[src/rtl/game_referee_param_pkg.sv]
// Shared types and defaults for the parametrised game referee.
// State encodings are fixed so the debug STATE output stays stable across builds.
package game_referee_param_pkg;

    typedef enum logic [2:0] {
        ST_IDLE = 3'd0,
        ST_WAIT = 3'd1,
        ST_ARM  = 3'd2,
        ST_INV  = 3'd3,
        ST_NORM = 3'd4,
        ST_HURT = 3'd5,
        ST_RCV  = 3'd6,
        ST_OVER = 3'd7
    } state_e;

    localparam int DEF_INV_TICKS     = 250;
    localparam int DEF_RECOVER_TICKS = 500;

    // Only the live-play states react to TICK, HIT and PAUSE.
    function automatic logic is_play(input state_e st);
        return (st == ST_INV) || (st == ST_NORM);
    endfunction

endpackage

[src/rtl/game_referee_param_if.sv]
// Control/status bundle between the game environment and the referee.
// The master side drives the game inputs; the referee is the slave.
interface game_referee_param_if
    import game_referee_param_pkg::*;
#(
    parameter int LIFE_W = 2
);
    logic              tick;
    logic              start;
    logic              game_ready;
    logic              pause;
    logic              hit;
    logic              hurt;
    logic              recover;
    logic              invincible;
    logic              over;
    logic [LIFE_W-1:0] life;
    state_e            state;

    modport master (
        output tick, start, game_ready, pause, hit,
        input  hurt, recover, invincible, over, life, state
    );

    modport slave (
        input  tick, start, game_ready, pause, hit,
        output hurt, recover, invincible, over, life, state
    );
endinterface

[src/rtl/game_referee_param_counter.sv]
// Generic up-counter with enable and synchronous clear; clear has priority.
module game_referee_param_counter #(
    parameter int WIDTH = 11
) (
    input  logic             clk_i,
    input  logic             rst_ni,
    input  logic             clr_i,
    input  logic             en_i,
    output logic [WIDTH-1:0] cnt_o
);
    logic [WIDTH-1:0] cnt_q;

    // Count register: clear wins over enable.
    always_ff @(posedge clk_i or negedge rst_ni) begin
        if (!rst_ni) begin
            cnt_q <= {WIDTH{1'b0}};
        end else if (clr_i) begin
            cnt_q <= {WIDTH{1'b0}};
        end else if (en_i) begin
            cnt_q <= cnt_q + WIDTH'(1);
        end else begin
            cnt_q <= cnt_q;
        end
    end

    assign cnt_o = cnt_q;
endmodule

[src/rtl/game_referee_param.sv]
// Life-tracking game referee: start/invincible/normal/hurt/recover/over FSM
// with parametrised durations, pause, restart from OVER and a visible life count.
module game_referee_param
    import game_referee_param_pkg::*;
#(
    parameter int MAX_LIFE      = 3,
    parameter int START_LIFE    = 3,
    parameter int LIFE_W        = 2,
    parameter int INV_TICKS     = DEF_INV_TICKS,
    parameter int RECOVER_TICKS = DEF_RECOVER_TICKS,
    parameter int CNT_W         = 11
) (
    input  logic                 clk_i,
    input  logic                 rst_ni,
    game_referee_param_if.slave  bus
);
    // A phase ends on the tick that would bring the counter to its compare value.
    localparam logic [CNT_W-1:0]  INV_LAST = CNT_W'(INV_TICKS - 1);
    localparam logic [CNT_W-1:0]  INV_CAP  = CNT_W'(INV_TICKS);
    localparam logic [CNT_W-1:0]  RCV_LAST = CNT_W'(RECOVER_TICKS - 1);
    localparam logic [CNT_W-1:0]  RCV_CAP  = CNT_W'(RECOVER_TICKS);
    localparam logic [LIFE_W-1:0] LIFE_MAX = LIFE_W'(MAX_LIFE);
    localparam logic [LIFE_W-1:0] LIFE_INI = LIFE_W'(START_LIFE);

    state_e            state_q, state_d;
    logic [LIFE_W-1:0] life_q, life_d;
    logic [CNT_W-1:0]  cnt_s;
    logic              run_s;
    logic              tick_run_s;
    logic              cnt_en_s;
    logic              cnt_clr_s;

    assign run_s      = is_play(state_q) && !bus.pause;
    assign tick_run_s = run_s && bus.tick;

    game_referee_param_counter #(
        .WIDTH (CNT_W)
    ) u_counter (
        .clk_i  (clk_i),
        .rst_ni (rst_ni),
        .clr_i  (cnt_clr_s),
        .en_i   (cnt_en_s),
        .cnt_o  (cnt_s)
    );

    // Next-state decode; HIT has priority over recovery in NORM.
    always_comb begin
        state_d = state_q;
        case (state_q)
            ST_IDLE: begin
                if (bus.start) state_d = ST_WAIT;
                else           state_d = ST_IDLE;
            end
            ST_WAIT: begin
                if (bus.game_ready) state_d = ST_ARM;
                else                state_d = ST_WAIT;
            end
            ST_ARM:  state_d = ST_INV;
            ST_INV: begin
                if (tick_run_s && (cnt_s >= INV_LAST)) state_d = ST_NORM;
                else                                   state_d = ST_INV;
            end
            ST_NORM: begin
                if (run_s && bus.hit) begin
                    state_d = ST_HURT;
                end else if (tick_run_s && (cnt_s >= RCV_LAST) && (life_q < LIFE_MAX)) begin
                    state_d = ST_RCV;
                end else begin
                    state_d = ST_NORM;
                end
            end
            ST_HURT: begin
                if (life_q == {LIFE_W{1'b0}}) state_d = ST_OVER;
                else                          state_d = ST_ARM;
            end
            ST_RCV:  state_d = ST_ARM;
            ST_OVER: begin
                if (bus.start) state_d = ST_WAIT;
                else           state_d = ST_OVER;
            end
            default: state_d = ST_IDLE;
        endcase
    end

    // Life updates happen on entry, so HURT already sees the decremented value.
    always_comb begin
        life_d = life_q;
        if (state_d == ST_WAIT && state_q != ST_WAIT) begin
            life_d = LIFE_INI;
        end else if (state_d == ST_HURT && state_q != ST_HURT) begin
            if (life_q == {LIFE_W{1'b0}}) life_d = {LIFE_W{1'b0}};
            else                          life_d = life_q - LIFE_W'(1);
        end else if (state_d == ST_RCV && state_q != ST_RCV) begin
            if (life_q < LIFE_MAX) life_d = life_q + LIFE_W'(1);
            else                   life_d = life_q;
        end else begin
            life_d = life_q;
        end
    end

    // Counter control: zero at INV and NORM entry, saturate at the phase limit.
    always_comb begin
        cnt_clr_s = 1'b0;
        cnt_en_s  = 1'b0;
        if (state_q == ST_ARM) begin
            cnt_clr_s = 1'b1;
        end else if (state_q == ST_INV && state_d == ST_NORM) begin
            cnt_clr_s = 1'b1;
        end else begin
            cnt_clr_s = 1'b0;
        end
        if (tick_run_s && state_q == ST_INV && cnt_s < INV_CAP) begin
            cnt_en_s = 1'b1;
        end else if (tick_run_s && state_q == ST_NORM && cnt_s < RCV_CAP) begin
            cnt_en_s = 1'b1;
        end else begin
            cnt_en_s = 1'b0;
        end
    end

    // State and life registers.
    always_ff @(posedge clk_i or negedge rst_ni) begin
        if (!rst_ni) begin
            state_q <= ST_IDLE;
            life_q  <= LIFE_INI;
        end else begin
            state_q <= state_d;
            life_q  <= life_d;
        end
    end

    assign bus.hurt       = (state_q == ST_HURT);
    assign bus.recover    = (state_q == ST_RCV);
    assign bus.invincible = (state_q == ST_ARM) || (state_q == ST_INV);
    assign bus.over       = (state_q == ST_OVER);
    assign bus.life       = life_q;
    assign bus.state      = state_q;
endmodule
[src/flat_wrapper.sv]
// flat-port wrapper written by rule: the top's interface ports become plain ports
module game_referee_param_flat import game_referee_param_pkg::*;
#(
    parameter int MAX_LIFE      = 3,
    parameter int START_LIFE    = 3,
    parameter int LIFE_W        = 2,
    parameter int INV_TICKS     = DEF_INV_TICKS,
    parameter int RECOVER_TICKS = DEF_RECOVER_TICKS,
    parameter int CNT_W         = 11
)
  (clk_i, rst_ni, bus_tick, bus_start, bus_game_ready, bus_pause, bus_hit, bus_hurt, bus_recover, bus_invincible, bus_over, bus_life, bus_state);
  game_referee_param_if #(.LIFE_W(LIFE_W)) bus_i ();
  input  logic clk_i;
  input  logic rst_ni;
  input wire logic [$bits(bus_i.tick)-1:0] bus_tick;
  input wire logic [$bits(bus_i.start)-1:0] bus_start;
  input wire logic [$bits(bus_i.game_ready)-1:0] bus_game_ready;
  input wire logic [$bits(bus_i.pause)-1:0] bus_pause;
  input wire logic [$bits(bus_i.hit)-1:0] bus_hit;
  output wire logic [$bits(bus_i.hurt)-1:0] bus_hurt;
  output wire logic [$bits(bus_i.recover)-1:0] bus_recover;
  output wire logic [$bits(bus_i.invincible)-1:0] bus_invincible;
  output wire logic [$bits(bus_i.over)-1:0] bus_over;
  output wire logic [$bits(bus_i.life)-1:0] bus_life;
  output wire logic [$bits(bus_i.state)-1:0] bus_state;
  assign bus_i.tick = bus_tick;
  assign bus_i.start = bus_start;
  assign bus_i.game_ready = bus_game_ready;
  assign bus_i.pause = bus_pause;
  assign bus_i.hit = bus_hit;
  assign bus_hurt = bus_i.hurt;
  assign bus_recover = bus_i.recover;
  assign bus_invincible = bus_i.invincible;
  assign bus_over = bus_i.over;
  assign bus_life = bus_i.life;
  assign bus_state = bus_i.state;
  game_referee_param #(.MAX_LIFE(MAX_LIFE), .START_LIFE(START_LIFE), .LIFE_W(LIFE_W), .INV_TICKS(INV_TICKS), .RECOVER_TICKS(RECOVER_TICKS), .CNT_W(CNT_W)) u_core (.clk_i(clk_i), .rst_ni(rst_ni), .bus(bus_i));
endmodule
[config.mk]
export PLATFORM = sky130hd
export DESIGN_NAME = game_referee_param_flat
export DESIGN_NICKNAME = d
export VERILOG_FILES = /design/src/rtl/game_referee_param_pkg.sv /design/src/rtl/game_referee_param_if.sv /design/src/rtl/game_referee_param_counter.sv /design/src/rtl/game_referee_param.sv /design/src/flat_wrapper.sv
export SDC_FILE = /design/constraint.sdc
export NUM_CORES = 1
export LEC_CHECK = 0
export CAP_MARGIN = 10
export CELL_PAD_IN_SITES_DETAIL_PLACEMENT = 0
export CELL_PAD_IN_SITES_GLOBAL_PLACEMENT = 1
export CORE_MARGIN = 1.5
export CORE_UTILIZATION = 41
export CTS_CLUSTER_DIAMETER = 60
export DETAILED_ROUTE_END_ITERATION = 8
export GPL_TIMING_DRIVEN = 0
export PLACE_DENSITY_LB_ADDON = 0.2
export SLEW_MARGIN = 20
export SYNTH_ARGS = -nofsm -noshare
export SYNTH_HDL_FRONTEND = slang
export SYNTH_SLANG_ARGS = --single-unit
[constraint.sdc]
create_clock -name clk_i -period 2.1 [get_ports clk_i]
set_clock_uncertainty 0.1 [all_clocks]
set_input_delay 0.315 -clock clk_i [delete_from_list [all_inputs] [get_ports clk_i]]
set_output_delay 0.315 -clock clk_i [all_outputs]
set_load 0.02 [all_outputs]
==> Yosys cells after proc, flatten, opt, wreduce, memory -nomap -nowiden <==
Cells that the tools add are included.
{ "op_classes": {"n_addsub": 3, "mul": 0, "n_div": 0, "n_lt_le_gt_ge": 5, "n_eq_ne": 14, "n_shift": 0, "n_mux": 19, "bitwise": 0, "reduce_logical": 23} }
{ "ops": {"columns": ["cell", "n"], "rows": [
  ["$pmux 3 s8", 1],
  ["$mux 11", 2],
  ["$eq 3x3->1 const B", 7],
  ["$logic_and 1x1->1", 14],
  ["$mux 2", 7],
  ["$mux 3", 4],
  ["$add 11x1->11 const B", 1],
  ["$ge 11x8->1 const B", 1],
  ["$ge 11x9->1 const B", 1],
  ["$lt 11x8->1 const B", 1],
  ["$lt 11x9->1 const B", 1],
  ["$eq 3x1->1 const B", 2],
  ["$eq 3x2->1 const B", 2],
  ["$ne 3x3->1 const B", 2],
  ["$reduce_bool 3->1", 2],
  ["$mux 1", 5],
  ["$logic_not 3->1", 1],
  ["$ne 3x1->1 const B", 1],
  ["$add 2x1->2 const B", 1],
  ["$logic_not 2->1", 1],
  ["$logic_or 1x1->1", 2],
  ["$lt 2x2->1 const B", 1],
  ["$reduce_and 2->1", 1],
  ["$reduce_bool 2->1", 1],
  ["2 further kinds", 2]
]} }
{ "totals": {"ff_bits": 16, "latchBits": 0, "mem_bits_rw": 0, "rom_bits": 0, "inputBits": 7, "output_inout_bits": 9, "elab_cells": 67, "memories": 0} }

==> Longest topological paths before layout <==
Gate-level depths: netlist (run 1).
{ "logic_depth": {"depth_word": 14, "mapped_depth": 8, "mapped_depth_nobuf": 7} }

==> By module <==
A second synthesis (run 1) with hierarchy kept.
{ "unflattened": {"cells_unflattened": 121, "hier_area_um2": 1089.8} }
{ "modules_own_cells": {"columns": ["mod", "n_inst", "cells_each", "area_per_inst_um2"], "rows": [
  ["game_referee_param_counter", 1, 54, 556.8],
  ["game_referee_param", 1, 67, 533.0]
]} }

==> Least setup slack after synthesis (run 1) <==
Ideal clock, no wire load.
{ "synth_path": {"kind": "register to register", "start": "register u_core.state_q[1] (netlist: u_core.bus.state[1])", "end": "register u_core.u_counter.cnt_q[5] (netlist: u_core.u_counter.cnt_o[5])", "t_arrival_ps": 1779, "path_slack_ps": 144, "stages_incl_launch_ff": 6, "period_less_slack_ps": 1956, "cell_sequence": "dfrtp_1 and2b_1 nand3_1 o22a_1 or4_1 a21oi_1"} }
{ "synth_via": {"elab_chain_len": 14, "word_cells_on_any_way": 31} }
{ "synth_rtl": {"columns": ["item", "line", "text"], "rows": [
  ["from (decl)", "game_referee_param.sv:25", "state_e state_q, state_d;"],
  ["from (signal assigned)", "game_referee_param.sv:127", "state_q <= state_d;"],
  ["$eq 3x2->1 / $eq 3x3->1 (equally long branches)", null, null],
  ["$logic_or 1x1->1", "game_referee_param_pkg.sv:21", "return (st == ST_INV) || (st == ST_NORM);"],
  ["$logic_and 1x1->1", "game_referee_param.sv:33", "assign run_s = is_play(state_q) && !bus.pause;"],
  ["$logic_and 1x1->1", "game_referee_param.sv:34", "assign tick_run_s = run_s && bus.tick;"],
  ["$logic_and 1x1->1 (2 in a row)", "game_referee_param.sv:66", "end else if (tick_run_s && (cnt_s >= RCV_LAST) && (life_q < LIFE_MAX)) begin"],
  ["$mux 2", "game_referee_param.sv:66", null],
  ["$mux 3", "game_referee_param.sv:64", "if (run_s && bus.hit) begin"],
  ["$pmux 3 s8", "game_referee_param.sv:49", "case (state_q)"],
  ["$eq 3x3->1", "game_referee_param.sv:107", "end else if (state_q == ST_INV && state_d == ST_NORM) begin"],
  ["$logic_and 1x1->1", "game_referee_param.sv:107", null],
  ["$mux 1", "game_referee_param.sv:107", null],
  ["$mux 1", "game_referee_param.sv:105", "if (state_q == ST_ARM) begin"],
  ["$mux 11 / $reduce_bool 2->1 (equally long branches)", null, null],
  ["to (signal assigned)", "game_referee_param_counter.sv:16", "cnt_q <= {WIDTH{1'b0}};"],
  ["to (signal assigned)", "game_referee_param_counter.sv:18", "cnt_q <= {WIDTH{1'b0}};"],
  ["to (signal assigned)", "game_referee_param_counter.sv:20", "cnt_q <= cnt_q + WIDTH'(1);"],
  ["to (decl)", "game_referee_param_counter.sv:11", "logic [WIDTH-1:0] cnt_q;"]
]} }
Parallel ways exist; a longest one is shown, timed or not.
A chain may end at the register's enable or synchronous reset.

==> Worst setup path in the final report (run 1) <==
{ "layout_path": {"start": "register u_core.state_q[0] (netlist: u_core.bus.state[0])", "end": "register u_core.u_counter.cnt_q[5] (netlist: u_core.u_counter.cnt_o[5])"} }
Same word-level chain as after synthesis.

==> summary.txt, run 1 <==
Outcome -> finished clean
Ratio of cells with drive above 1 in the final layout -> 18.92%
Die Y-Extent -> 56.19 um
Sequential Area -> 406.6 um^2
Wire per inst -> 15.24 um
Pwr dens -> 700.3 nW/um^2
Clk buf depth -> 2
Top cells by area, synth -> dfrtp_1 30%, ha_1 5.4%, dfstp_2 4.5%, nand2_1 4.2%, nor2_1 3.2%
CTS tree -> yes
Final instance area -> 1421 um^2
Setup TNS -> 0 ns
GPL Wtd Cong -> 0.7960
Initial antenna violation count -> 0
Die area -> 3157 um^2
Synthesized Nets -> 140
Max incr delay on CP -> 0.48 ns
Post-DP HPWL -> 1991 um
Worst min-delay path category -> input port to asynchronous set/reset pin
Commonest cells post-synth -> 14 x dfrtp_1, 13 x nand2_1, 10 x nor2_1, 8 x inv_1
GR peak layer -> met2
Vias per std cell -> 5.838
Final Max Slew Viols -> 0
Final hold viol count -> 0
Worst R2R Start -> u_core.bus.state[0]$_DFF_PN0_
Area occupied by multi-input gates -> 720.7 um^2
Leading area contributor after synthesis -> dfrtp_1
Largest net degree at the start of global routing -> 17
Post-synth ARST share -> 100.0%
Post-CTS Hold Buffers -> 0
VDD IR-drop max -> 0.6464 mV
Leak Pwr -> 0.6024 nW
Cell Chain, Critical Path -> buf_6 > nor3b_4 > nand3_2 > o22a_1 > or4_1 > a21oi_1
Place WS -> -0.1538 ns
Met3 Usage GRT -> 2.326%
Vias in the first global route -> 1,023
CP required -> 2.23 ns
Met1 Usage GRT -> 26.21%
Io pins -> 16
RSZ-0062 raised after global routing -> true
Crit path from -> u_core.bus.state[0]$_DFF_PN0_
DRC errors left -> 0
Cell row count -> 19
Tmin final -> 2.066 ns
Avg Inst Size Synth -> 9.061 um^2
Worst setup slack after layout -> 0.03447 ns
Post-placement cell area -> 1349 um^2
Fmax -> 0.4841 GHz
CTS root buf -> clkbuf_4
Worst rel slew slack -> 50.39%
Final WL -> 2728 um
Yosys warns -> 0
Synth top area share -> 30.20%
Synth cell types -> 48
Synth-to-layout area growth -> 22.55%
Critical Path Sink Type -> register
IO buf count -> 15
Vias -> 1,045
#FFs+latches synth -> 16
Dominant synthesized flop cell -> dfrtp_1
Core area -> 2710 um^2
# fillers -> 262
TritonRoute pass-1 iters -> 4
Cells after Synth -> 128
CP max FO -> 9
Kind of critical path -> register to register
Effective utilization at floorplan -> 42.80%
Gr usage total -> 18.51%
Count leader, synth -> dfrtp_1
Die X-Extent -> 56.19 um
Setup crit start kind -> register
Post-route ant nets -> 0
Critical path's slowest cell -> or4_1
Fin crit share -> 98.36%
Cts bufs inserted -> 3
Global-route wire length before repair -> 4657 um
Worst slew pin tran -> 0.7418 ns
Clock slew at reported path FFs -> 0.11 ns
GRT Residual Overflow -> 0
Worst Path Arrival -> 2.20 ns
Ant diodes -> 0
Seq/Total Area, Yosys -> 34.74%
DR iter-0 viols -> 28
Synthesized cell area -> 1160 um^2
CTS sink cnt -> 16
Post-synth EDFFs -> 0
Worst-skew pair later-pin latency -> 0.30 ns
Met2 Use GR -> 29.24%
Post-layout net count -> 161
H-tree levels -> 1
Max-capacitance violation count -> 0
Setup Viol. Count Final -> 0
[worst max-delay path, delay by kind of cell (launching register included)]
kind | cells | cell delay (ns)
flops | 1 | 0.40
buf+inv | 1 | 0.15
compound gates | 2 | 0.42
simple gates | 3 | 0.92
[through the flow]
step,util [%],cells,power [mW],hold WS [ns]
final,52.45,179,0.9953,0.3371
after global routing,52.45,179,1.086,0.4281
after CTS,51.11,178,0.9864,0.3794
after detailed placement,49.77,174,0.7618,0.4226
after global placement,49.77,174,0.7508,0.4124
after floorplan,-,128,0.6629,-0.08059
[worst paths after layout]
path,end,slack [ns],cells past startpoint
setup / recovery,u_core.u_counter.cnt_o[5]$_DFFE_PN0P_,0.03,6
min in group clk_i,u_core.u_counter.cnt_o[10]$_DFFE_PN0P_,0.45,1
setup reg to reg,u_core.u_counter.cnt_o[5]$_DFFE_PN0P_,0.03,6
hold reg to reg,u_core.u_counter.cnt_o[10]$_DFFE_PN0P_,0.45,1
hold / removal,u_core.bus.state[0]$_DFF_PN0_,0.34,1
max in group asynchronous,u_core.u_counter.cnt_o[0]$_DFFE_PN0P_,1.04,1
[registers in the layout, indices dropped and copies added (netlist names)]
register,cells
u_core.bus.state,3
u_core.u_counter.cnt_o,11
u_core.bus.life,2
[cell families (layout without fill, tap and decap cells)]
family	after synthesis	in the layout	synth area share, %
AND/OR/NAND/NOR	54	54	26.97
buffers and inverters	13	33	4.962
AO/OA/AOI/OAI	36	36	24.60
flip-flops	16	16	34.74
adder cells (fa/ha/maj)	5	5	5.394
multiplexers	2	2	1.834
XOR/XNOR	2	2	1.511
[where the power goes]
group | switching [mW] | total (mW) | internal, mW
registers | 0.0904 | 0.467 | 0.377
logic | 0.175 | 0.308 | 0.133
clock network | 0.114 | 0.220 | 0.106
total | 0.379 | 0.995 | 0.616
[cell usage in the layout, fill, tap and decap left out, types with 2 or more instances in the layout]
cell / netlist / routed
a211oi_1: 3 / 3
a21oi_1: 7 / 7
and2b_1: 2 / 2
and3b_2: 2 / 2
clkbuf_2: 0 / 2
clkbuf_4: 0 / 4
clkdlybuf4s50_1: 0 / 11
dfrtp_1: 14 / 11
dfrtp_2: 0 / 3
dfstp_2: 2 / 2
dlygate4sd2_1: 0 / 3
ha_1: 5 / 4
inv_1: 8 / 8
nand2_1: 13 / 13
nand3_1: 7 / 6
nand3_2: 1 / 2
nand4_1: 2 / 2
nor2_1: 10 / 10
nor2b_1: 2 / 2
o211ai_1: 2 / 2
o21a_1: 3 / 3
o21ai_0: 2 / 2
o31ai_1: 5 / 5
or4_1: 3 / 3
xnor2_1: 2 / 2
[metal layers]
layer	vias to the layer above	share of wire, %	wire length [um]
met5	-	0	0
met4	0	1.5	40
met3	5	2.3	63
met2	16	46	1263
met1	504	50	1360
li1	520	-	-
[area by class of cell]
cell class              count  share of cell area [%]
inverters                   8                   2.113
well taps                  31                   2.729
flip-flops and latches     16                   28.61
multi-input cells          99                   50.70
repair buffers             16                   11.00
plain buffers               5                   2.289
clock buffers               4                   2.553
[repair_timing]
action | in CTS | in global routing
setup buffers | 0 | 1
endpoints found under the setup margin | 3 | 13
gates resized for setup | 6 | 11
endpoints found under the hold margin | 0 | 0
pin swaps | 0 | 1
No activity file was read; power rests on OpenSTA's default activity.
==> inputs of run 2 (changes only) <==
- CORE_ASPECT_RATIO: unset -> 0.5
- CORE_MARGIN: 1.5 -> 2
==> run 2 against run 1 <==
Against the previous run: wire length is 4.6% lower; first-iteration DRC count unchanged; largest cell class unchanged; critical path type unchanged; highest routed layer unchanged; sequential cell count is the same.
==> summary.txt, run 2 (same netlist as run 1, synthesis figures left out) <==
Final Max Slew Viols -> 0 (unchanged)
Vias in the first global route -> 909 (-11%)
Cts bufs inserted -> 3 (unchanged)
Cell row count -> 13 (-6)
CP max FO -> 9 (unchanged)
Setup Viol. Count Final -> 0 (unchanged)
Die X-Extent -> 79.22 um (+41%)
Tmin final -> 2.011 ns (-0.05470 ns)
Io pins -> 16 (unchanged)
H-tree levels -> 1 (unchanged)
Post-DP HPWL -> 1915 um (-3.8%)
CTS sink cnt -> 16 (unchanged)
Final instance area -> 1465 um^2 (+3.1%)
Ratio of cells with drive above 1 in the final layout -> 20.53% (+1.6 points)
Critical Path Sink Type -> register
Vias -> 1,039 (-0.57%)
Outcome -> finished clean
Final WL -> 2602 um (-4.6%)
Die Y-Extent -> 41.61 um (-26%)
Worst rel slew slack -> 50.17% (-0.22 points)
CTS tree -> yes
Cell Chain, Critical Path -> buf_6 > nor3b_4 > nand3_2 > o22a_4 > or4_1 > a21oi_1
Initial antenna violation count -> 0 (unchanged)
DR iter-0 viols -> 28 (unchanged)
RSZ-0062 raised after global routing -> true
Post-layout net count -> 164 (+1.9%)
DRC errors left -> 0 (unchanged)
Max-capacitance violation count -> 0 (unchanged)
Clock slew at reported path FFs -> 0.07 ns (-0.04 ns)
Pwr dens -> 714.7 nW/um^2 (+2.1%)
Max reg flops -> 11 (unchanged)
Core area -> 2635 um^2 (-2.8%)
Most common cell after layout, fill and taps aside -> nand2_1
TritonRoute pass-1 iters -> 4 (unchanged)
Global-route wire length before repair -> 4381 um (-5.9%)
Place WS -> -0.1300 ns (+0.02383 ns)
Buf/Inv on CP -> 1 (unchanged)
CP delay by family, top -> simple AND/OR/NAND/NOR gates
CP required -> 2.19 ns (-0.04 ns)
Final Util -> 55.60% (+3.2 points)
Wire per inst -> 13.84 um (-9.2%)
Fin crit share -> 95.75% (-2.6 points)
Largest net degree at the start of global routing -> 17 (unchanged)
Max incr delay on CP -> 0.46 ns (-0.02 ns)
Most frequent cells in the layout -> 13 x nand2_1, 12 x clkdlybuf4s50_1, 11 x dfrtp_1
Worst Path Arrival -> 2.10 ns (-0.10 ns)
Worst slew pin tran -> 0.7451 ns (+0.003327 ns)
Final hold viol count -> 0 (unchanged)
Setup crit start kind -> register
Ant diodes -> 0 (unchanged)
Post-route ant nets -> 0 (unchanged)
GPL Wtd Cong -> 0.8086 (+1.6%)
IO buf count -> 15 (unchanged)
Die area -> 3296 um^2 (+4.4%)
Critical path's slowest cell -> or4_1
Vias per std cell -> 5.527 (-5.3%)
Worst-skew pair later-pin latency -> 0.25 ns (-0.05 ns)
Post-CTS Hold Buffers -> 0 (unchanged)
Gr usage total -> 17.21% (-1.3 points)
Leak Pwr -> 0.6263 nW (+4.0%)
Fmax -> 0.4973 GHz (+2.7%)
Post-placement cell area -> 1356 um^2 (+0.56%)
Worst min-delay path category -> input port to asynchronous set/reset pin
VDD IR-drop max -> 0.2829 mV (-56%)
Synth-to-layout area growth -> 26.32%
GRT Residual Overflow -> 0 (unchanged)
Worst setup slack after layout -> 0.08917 ns (+0.05470 ns)
Clk buf depth -> 2 (unchanged)
Effective utilization at floorplan -> 44.02% (+1.2 points)
Kind of critical path -> register to register
CTS root buf -> clkbuf_8
run 2: cell count changes in the layout (fill, tap and decap cells not counted):
cell | before | now
buf_2 | 0 | 1
buf_1 | 1 | 0
clkbuf_8 | 1 | 3
clkdlybuf4s50_1 | 11 | 12
o22a_2 | 1 | 0
nor3_2 | 0 | 1
o22a_4 | 0 | 1
buf_4 | 1 | 5
nor3_1 | 1 | 0
o221ai_2 | 1 | 0
dlymetal6s2s_1 | 1 | 0
clkbuf_4 | 4 | 0
clkbuf_1 | 0 | 1
o221ai_1 | 1 | 2
run 2: per-layer routing:
| layer | wire length (um) | global-route usage (%) | vias up |
|---|---|---|---|
| li1 | - | - | 531 |
| met1 | 1362 | 25.34 | 490 |
| met2 | 1128 | 24.75 | 16 |
| met3 | 89 | 4.565 | 2 |
| met4 | 22 | 4.828 | 0 |
| met5 | 0 | 0 | - |
run 2: layout make-up:
class                           count  area [um^2]
Sequential cell                    16        406.6
Timing Repair Buffer               20        183.9
Buffer                              4        26.28
Tap cell                           37        46.29
Clock buffer                        4        45.04
Fill cell                         260         1170
Inverter                            8        30.03
Multi-Input combinational cell     99        726.9
run 2: worst register-to-register path, cell delays in order (launching register included):
cell and delay (ns):
dfrtp_1 0.39, buf_6 0.15, nor3b_4 0.28, nand3_2 0.14
o22a_4 0.27, or4_1 0.46, a21oi_1 0.15
run 2: path summary, 6_finish.rpt:
path                                                  startpoint                                    end  slack [ns]  cells past startpoint
max                                u_core.bus.state[0]$_DFF_PN0_  u_core.u_counter.cnt_o[6]$_DFFE_PN0P_        0.09                      6
min                                                       rst_ni  u_core.u_counter.cnt_o[6]$_DFFE_PN0P_        0.40                      1
max reg2reg                        u_core.bus.state[0]$_DFF_PN0_  u_core.u_counter.cnt_o[6]$_DFFE_PN0P_        0.09                      6
min reg2reg                u_core.u_counter.cnt_o[9]$_DFFE_PN0P_  u_core.u_counter.cnt_o[9]$_DFFE_PN0P_        0.45                      1
max in group asynchronous                                 rst_ni  u_core.u_counter.cnt_o[1]$_DFFE_PN0P_        0.98                      1
min in group clk_i         u_core.u_counter.cnt_o[9]$_DFFE_PN0P_  u_core.u_counter.cnt_o[9]$_DFFE_PN0P_        0.45                      1
run 2: timing repair:
item | 4_1_cts | 5_1_grt
buffers inserted | 0 | 5
resized for setup | 7 | 8
pin swaps | 1 | 4
hold endpoints to repair | 0 | 0
setup endpoints to repair | 5 | 10
run 2: per-stage QoR:
step                      power, mW  TNS [ns]  hold slack (ns)  instances
after global placement       0.7570   -0.7019           0.4144        180
after detailed placement     0.7623   -0.6574           0.4176        180
after global routing          1.135  -0.02203           0.4620        188
final                         1.047         0           0.3969        188
after CTS                     1.020         0           0.4295        184
after floorplan              0.6629         0         -0.08059        128
run 2: power breakdown:
group | total (mW) | leakage [nW] | internal, mW | switching [mW]
Clock | 0.249 | 0.0228 | 0.135 | 0.114
Combinational | 0.315 | 0.409 | 0.153 | 0.162
Sequential | 0.483 | 0.194 | 0.378 | 0.105
Total | 1.05 | 0.626 | 0.666 | 0.382
